### src/rtl/hist_match_unit.sv
// L1 nearest-neighbour matcher over LBP histograms (train vs predict).
// Define HMU_THRESH_EN to gate match_valid on best_dist <= MATCH_THRESH.
module hist_match_unit #(
  parameter logic [21:0] MATCH_THRESH = 22'd1000000
) (
  input  logic        clk,
  input  logic        rst,
  input  logic        enable,
  input  logic [7:0]  num_faces,
  input  logic [3:0]  gridX,
  input  logic [3:0]  gridY,
  output logic        hist_ren_train,
  output logic [20:0] hist_addr_train,
  input  logic [7:0]  hist_rdata_train,
  output logic        hist_ren_predict,
  output logic [13:0] hist_addr_predict,
  input  logic [7:0]  hist_rdata_predict,
  output logic [6:0]  match_id,
  output logic [21:0] match_dist,
  output logic        match_valid,
  output logic        busy,
  output logic        done
);

  typedef enum logic [1:0] {
    IDLE,
    READ,
    CMP,
    DONE
  } state_t;

  state_t      state_q, state_d;
  logic [7:0]  nf_q, nf_d;
  logic [6:0]  ncells_q, ncells_d;
  logic [6:0]  face_q, face_d;
  logic [5:0]  cell_q, cell_d;
  logic [7:0]  bin_q, bin_d;
  logic [21:0] acc_q, acc_d;
  logic [21:0] best_dist_q, best_dist_d;
  logic [6:0]  best_id_q, best_id_d;
  logic        legal_q, legal_d;
  logic        rvalid_q, rvalid_d;
  logic [6:0]  match_id_q, match_id_d;
  logic [21:0] match_dist_q, match_dist_d;
  logic        match_valid_q, match_valid_d;
  logic        busy_q, busy_d;
  logic        done_q, done_d;

  logic [7:0]  diff;
  logic [21:0] acc_sum;
  logic [6:0]  cells_in;
  logic        cfg_ok;
  logic        last_cell;
  logic        last_face;
  logic        thresh_ok;

`ifdef HMU_THRESH_EN
  assign thresh_ok = (best_dist_q <= MATCH_THRESH);
`else
  logic [21:0] unused_thresh;
  assign thresh_ok     = 1'b1;
  assign unused_thresh = MATCH_THRESH;
`endif

  always_comb begin
    if (hist_rdata_train >= hist_rdata_predict)
      diff = hist_rdata_train - hist_rdata_predict;
    else
      diff = hist_rdata_predict - hist_rdata_train;
  end

  // Read data lags its request by one cycle; rvalid_q marks it.
  assign acc_sum = acc_q
    + {14'd0, (rvalid_q ? diff : 8'd0)};

  assign cells_in = {3'd0, gridX} * {3'd0, gridY};

  assign cfg_ok = (gridX != 4'd0) && (gridX <= 4'd8)
    && (gridY != 4'd0) && (gridY <= 4'd8)
    && (num_faces != 8'd0)
    && (num_faces <= 8'd128);

  assign last_cell = ({1'b0, cell_q} == ncells_q - 7'd1);
  assign last_face = ({1'b0, face_q} == nf_q - 8'd1);

  always_comb begin
    state_d       = state_q;
    nf_d          = nf_q;
    ncells_d      = ncells_q;
    face_d        = face_q;
    cell_d        = cell_q;
    bin_d         = bin_q;
    acc_d         = acc_q;
    best_dist_d   = best_dist_q;
    best_id_d     = best_id_q;
    legal_d       = legal_q;
    rvalid_d      = (state_q == READ);
    match_id_d    = match_id_q;
    match_dist_d  = match_dist_q;
    match_valid_d = match_valid_q;
    busy_d        = busy_q;
    done_d        = 1'b0;
    unique case (state_q)
      IDLE: begin
        if (enable) begin
          nf_d          = num_faces;
          ncells_d      = cells_in;
          face_d        = 7'd0;
          cell_d        = 6'd0;
          bin_d         = 8'd0;
          acc_d         = 22'd0;
          best_dist_d   = '1;
          best_id_d     = 7'd0;
          legal_d       = cfg_ok;
          match_valid_d = 1'b0;
          busy_d        = 1'b1;
          state_d       = cfg_ok ? READ : DONE;
        end
      end
      READ: begin
        acc_d = acc_sum;
        bin_d = bin_q + 8'd1;
        if (bin_q == 8'hff) begin
          if (last_cell) begin
            cell_d  = 6'd0;
            state_d = CMP;
          end else begin
            cell_d = cell_q + 6'd1;
          end
        end
      end
      CMP: begin
        acc_d = 22'd0;
        // Strict compare so ties keep the lower id.
        if (acc_sum < best_dist_q) begin
          best_dist_d = acc_sum;
          best_id_d   = face_q;
        end
        if (last_face) begin
          state_d = DONE;
        end else begin
          face_d  = face_q + 7'd1;
          state_d = READ;
        end
      end
      DONE: begin
        done_d        = 1'b1;
        busy_d        = 1'b0;
        match_id_d    = best_id_q;
        match_dist_d  = best_dist_q;
        match_valid_d = legal_q && thresh_ok;
        state_d       = IDLE;
      end
      default: state_d = IDLE;
    endcase
  end

  always_ff @(posedge clk or posedge rst) begin
    if (rst) begin
      state_q       <= IDLE;
      nf_q          <= 8'd0;
      ncells_q      <= 7'd0;
      face_q        <= 7'd0;
      cell_q        <= 6'd0;
      bin_q         <= 8'd0;
      acc_q         <= 22'd0;
      best_dist_q   <= 22'd0;
      best_id_q     <= 7'd0;
      legal_q       <= 1'b0;
      rvalid_q      <= 1'b0;
      match_id_q    <= 7'd0;
      match_dist_q  <= 22'd0;
      match_valid_q <= 1'b0;
      busy_q        <= 1'b0;
      done_q        <= 1'b0;
    end else begin
      state_q       <= state_d;
      nf_q          <= nf_d;
      ncells_q      <= ncells_d;
      face_q        <= face_d;
      cell_q        <= cell_d;
      bin_q         <= bin_d;
      acc_q         <= acc_d;
      best_dist_q   <= best_dist_d;
      best_id_q     <= best_id_d;
      legal_q       <= legal_d;
      rvalid_q      <= rvalid_d;
      match_id_q    <= match_id_d;
      match_dist_q  <= match_dist_d;
      match_valid_q <= match_valid_d;
      busy_q        <= busy_d;
      done_q        <= done_d;
    end
  end

  assign hist_ren_train    = (state_q == READ);
  assign hist_ren_predict  = (state_q == READ);
  assign hist_addr_train   = {face_q, cell_q, bin_q};
  assign hist_addr_predict = {cell_q, bin_q};

  assign match_id    = match_id_q;
  assign match_dist  = match_dist_q;
  assign match_valid = match_valid_q;
  assign busy        = busy_q;
  assign done        = done_q;

endmodule

### config.mk
export PLATFORM = sky130hd
export DESIGN_NAME = hist_match_unit
export DESIGN_NICKNAME = d
export VERILOG_FILES = /design/src/rtl/hist_match_unit.sv
export SDC_FILE = /design/constraint.sdc
export NUM_CORES = 1
export LEC_CHECK = 0
export BUFFER_PORTS_ARGS = -buffer_cell sky130_fd_sc_hd__buf_2
export CORE_MARGIN = 10
export CORE_UTILIZATION = 40
export DETAILED_ROUTE_END_ITERATION = 10
export PLACE_DENSITY = 0.57
export REMOVE_ABC_BUFFERS = 1
export SLEW_MARGIN = 10
export SYNTH_ARGS = -nofsm -noshare
export SYNTH_HDL_FRONTEND = slang
export SYNTH_SLANG_ARGS = --single-unit
export TNS_END_PERCENT = 1
### constraint.sdc
create_clock -name clk -period 11 [get_ports clk]
set_clock_uncertainty 0.1 [all_clocks]
set_input_delay 1.65 -clock clk [delete_from_list [all_inputs] [get_ports clk]]
set_output_delay 1.65 -clock clk [all_outputs]
set_load 0.005 [all_outputs]
* Word-level counts from Yosys, hierarchy flattened
Cells that the tools add are included.
** Word-level totals
- Output and inout port bits :: 69
- Flip-flop bits (word level) :: 123
- Input port bits :: 35
- Word-level logic and storage cells :: 91
** Operators by class
- Order comparisons :: 5
- Multipliers :: 1
- Mux-type cells :: 29
- Reduce and logical (&&, ||, !) cells :: 21
- Eq/ne operators :: 11
- $add $sub $neg :: 8
** Operators by type and width (number)
- $mux 22 :: 3
- $pmux 22 s3 :: 1
- $pmux 22 s2 :: 1
- $pmux 7 s2 :: 2
- $mux 8 :: 3
- $add 22x8->22 :: 1
- $lt 22x22->1 :: 1
- $mux 7 :: 3
- $mux 6 :: 3
- $pmux 8 s2 :: 1
- $sub 8x8->8 :: 2
- $pmux 6 s2 :: 1
- $reduce_and 3->1 :: 4
- $mux 2 :: 5
- $add 8x1->8 const B :: 1
- $eq 7x8->1 :: 1
- $eq 8x8->1 const B :: 1
- $ge 8x8->1 :: 1
- $le 4x4->1 const B :: 2
- $le 8x8->1 const B :: 1
- $pmux 2 s4 :: 1
- $reduce_and 2->1 :: 4
- $reduce_bool 4->1 :: 2
- $reduce_bool 8->1 :: 1
- other kinds (16) :: 29

* Longest topological paths before layout
- Depth after elaboration :: 9
- Depth in mapped cells :: 26
- Mapped depth without buffers :: 24

* Worst setup path after synthesis
No wires, ideal clock.
- Path type :: input -> register
- From :: input hist_rdata_train[0]
- To :: register best_dist_q[0]
- Required time :: 10.821 ns
- Buffers on the path :: 2
- Library setup time :: 0.079 ns
- Setup slack :: 4.271 ns
- Stages :: 25
- Data arrival time :: 6.549 ns
- Cells stage by stage :: inv_1 -> ha_1 -> inv_1 -> fa_1 -> a21o_1 -> a2111oi_4 -> o31ai_4 -> mux2i_1 -> xnor2_1 -> and2_1 -> ha_1 -> a21o_1 -> a21oi_1 -> a21oi_1 -> o21ai_0 -> xnor2_1 -> ha_1 -> a211oi_1 -> o21ai_0 -> o221ai_1 -> a21oi_1 -> a211oi_1 -> buf_2 -> buf_2 -> mux2i_1
** Between the ends
- Cells in the longest elaborated chain, start to end :: 7
- Elaborated cells on any way between the ends :: 11
- Classes of those cells :: add/sub (3); order compare (2); eq/ne (1); mux (4); reduce/logical (1)
** Ends and longest elaborated chain
- start: declaration :: RTL line 14 : input logic [7:0] hist_rdata_train,
- $sub 8x8->8, or another cell as far along :: RTL line 69 : diff = hist_rdata_predict - hist_rdata_train;
- $mux 8 * :: RTL line 66 : if (hist_rdata_train >= hist_rdata_predict)
- $mux 8 * :: RTL line 74 : + {14'd0, (rvalid_q ? diff : 8'd0)};
- $add 22x8->22 * :: RTL line 74
- $lt 22x22->1 :: RTL line 135 : if (acc_sum < best_dist_q) begin
- $ne 2x2->1 (no source line)
- $reduce_and 3->1 (no source line)
- end signal: assignment :: RTL line 184 : best_dist_q <= best_dist_d;
- end: declaration :: RTL line 39 : logic [21:0] best_dist_q, best_dist_d;
Mark *: on every way between the ends. The rest lies on a longest branch, timed or not. The select of a mux whose other input is x is not followed.
A chain may end at the register's enable or synchronous reset.

* Final worst setup path
- From :: input hist_rdata_train[0]
- To :: register best_dist_q[3]
The elaborated chain is that of the path after synthesis.

==> impl_metrics.json <==
{
  "nNetsFinal": 1049,
  "cp_max_fo": 19,
  "cts_max_level": 4,
  "tns_ps": 0,
  "wl_per_cell_um": 14.7,
  "synth_commonest_cells": "nand2_1, dfrtp_1, inv_1, o21ai_0, ha_1",
  "numCtsBuffers": 17,
  "avgSynthCellArea_um2": 9.20,
  "clkTransAtPathRegs_ps": 60,
  "placed_cells": 1194,
  "cts.repair.resized": 0,
  "coreArea_um2": 19500,
  "synth-async-reset-ratio": 1.00,
  "die_h_um": 161,
  "power.switching_mw": 0.520,
  "whs_path_depth": 2,
  "max-vdd-ir-drop_v": 0.000103,
  "synth_cell_types": 70,
  "grt_pass1_vias": 6148,
  "clkLatencyLatePin_ps": 420,
  "clock-sinks": 123,
  "power.density_nw_per_um2": 173,
  "rr_worst_depth": 17,
  "relSlewSlack": 0.324,
  "grt_busiest_layer": "met2",
  "synth.most_common_cell": "nand2_1",
  "netSwitchingFraction": 0.325,
  "startpoint": "hist_rdata_train[0]",
  "internal-power_mw": 1.08,
  "grt_util_met3": 0.0401,
  "cp-start-kind": "input pin",
  "clock_path_buffers": 2,
  "drtIter0Drc": 277,
  "start_util": 0.407,
  "final_area_um2": 9230,
  "drt-total-wl_um": 18000,
  "worst_pin_slew_ps": 1010,
  "synth_top_cell_area_share": 0.388,
  "grt_usage": 0.143,
  "synth_seq_cells": 123,
  "vias_per_cell": 5.01,
  "power_leakage_nw": 4.52,
  "min_to": "match_dist[5]$_DFFE_PP0P_",
  "r2r_start": "rvalid_q$_DFF_PP0_",
  "finalHoldViolCount": 0,
  "final_util": 0.473,
  "pwr-share-clk": 0.379,
  "dpl-instance-area_um2": 8590,
  "r2r_slack_ps": 6030,
  "critPathKind": "input pin to flop",
  "synth_enable_flop_cells": 0,
  "io_pins": 104,
  "routabilityCongestion": 0.834,
  "dieArea_um2": 25900,
  "insertedDiodeCount": 0,
  "rsz0062_at_grt": "false",
  "ys_warn_count": 0,
  "max_freq_mhz": 134,
  "ys_seq_area_frac": 0.388,
  "synth_top_area_cell": "dfrtp_1",
  "syn_inst": 863,
  "seq_power_share": 0.318,
  "postCtsHoldBufs": 0,
  "syn_area_um2": 7940,
  "max-cap-violations": 0,
  "min_period_ps": 7470,
  "grt_use_met1": 0.193,
  "cp-end-kind": "flop",
  "overflow": 0,
  "fin_cells": 1226,
  "hpwl_um": 13200,
  "setup_viol": 0,
  "cts-root-buf": "clkbuf_16",
  "die_w_um": 161,
  "drt_first_pass_iters": 6,
  "grt_max_degree": 67,
  "worstPathArrival_ps": 7670,
  "synth_ff_type": "dfrtp_1",
  "fin_crit_sh": 0.679,
  "grt_pass1_wl_um": 30800,
  "cts_setup_buffers": 0,
  "port-buffer-count": 103,
  "hp-start": "match_dist[5]$_DFFE_PP0P_",
  "status": "finished clean",
  "whs_ps": 370,
  "area_growth_pct": 16.3,
  "rows": 51,
  "power_frac_comb": 0.303,
  "vias": 6144,
  "drc_errors": 0,
  "r2r-end": "best_dist_q[3]$_DFFE_PP0P_",
  "hp-class": "flop to flop",
  "netlist_top_cells_area": "dfrtp_1, ha_1, nand2_1",
  "cts_tree": "built",
  "antenna_found_initial": 0,
  "dp_slack_ps": 3120,
  "totalPowerFinal_mw": 1.60,
  "drive_gt1_frac": 0.206,
  "layout_setup_ws_ps": 3530,
  "drtAntennaViolNets": 0,
  "grtUsageMet2": 0.223,
  "cp.required_ps": 11210,
  "finalMaxSlewViolations": 0
}
[critical path, cell delays in order]
cell and delay [ps]:
buf_2 110, inv_1 50, ha_1 150, inv_1 50, fa_1 390, a21o_1 220, a2111oi_4 480, o31ai_4 180
mux2i_1 160, xnor2_1 130, and2_1 160, ha_1 360, a21o_1 140, a21oi_1 70, a21oi_1 510, o21ai_0 280
xnor2_1 240, ha_1 290, a211oi_1 220, o21ai_0 100, o221ai_1 190, a21oi_1 130, a211oi_4 560, buf_4 440
mux2_2 370
[metal layers]
layer  vias to the layer above  share of wire
met1                      2923           0.50
met2                        89           0.45
met3                         8          0.038
met5                         -              0
li1                       3124              -
met4                         0         0.0076
[cell families (layout without fill, tap and decap cells)]
logic type	count (synthesis)	after routing	share of synthesized area
AOI/OAI and AO/OA	191	191	0.158
xor gates and xnor gates	45	45	0.0496
adders and majority gates	66	66	0.111
buffers and inverters	124	222	0.0709
DFF	123	123	0.388
muxes	45	45	0.0602
and+or+nand+nor	269	269	0.163
[worst max-delay path by stage]
stage / endpoint / depth (start not counted)
final: best_dist_q[3]$_DFFE_PP0P_ / 25
after global routing: best_dist_q[2]$_DFFE_PP0P_ / 25
after CTS: best_dist_q[15]$_DFFE_PP0P_ / 25
after detailed placement: best_dist_q[15]$_DFFE_PP0P_ / 25
after global placement: best_dist_q[15]$_DFFE_PP0P_ / 25
after floorplan: best_dist_q[10]$_DFFE_PP0P_ / 23
[cells in the final DEF (no fill, tap or decap), types with 12 or more instances in the layout]
master	count
o21ai_0	79
xnor2_1	31
nand2_1	128
inv_1	78
nor3_1	14
clkbuf_16	17
xor2_1	14
and2_1	14
ha_1	59
buf_2	103
a21o_1	12
a21oi_1	33
dfrtp_1	123
mux2_2	22
mux2i_1	23
nor2_1	31
nand3_1	16
[flip-flops by register name, indices dropped and copies added (netlist names), 2 cells and up]
register and flops:
face_q 7, match_id 7, match_dist 22, cell_q 6
best_dist_q 22, bin_q 8, state_q 2, acc_q 22
best_id_q 7, nf_q 8, ncells_q 7
[power by group through the flow]
stage	clock [mW]	sequential [mW]	combinational (mW)
3_5_place_dp	0	0.516	0.487
2_1_floorplan	0	0.509	0.369
3_3_place_gp	0	0.516	0.485
4_1_cts	0.620	0.508	0.491
5_1_grt	0.642	0.512	0.560
6_report	0.607	0.509	0.484
[cell type report]
type                    instances  area, um2
multi-input cells             616       4310
fillers                      1925      10300
clock inverters                15        214
flip-flops and latches        123       3080
well taps                     265        332
inverters                      80        303
clock buffers                  17        425
repair buffers                110        568
Power figures use the tool's default switching activity.
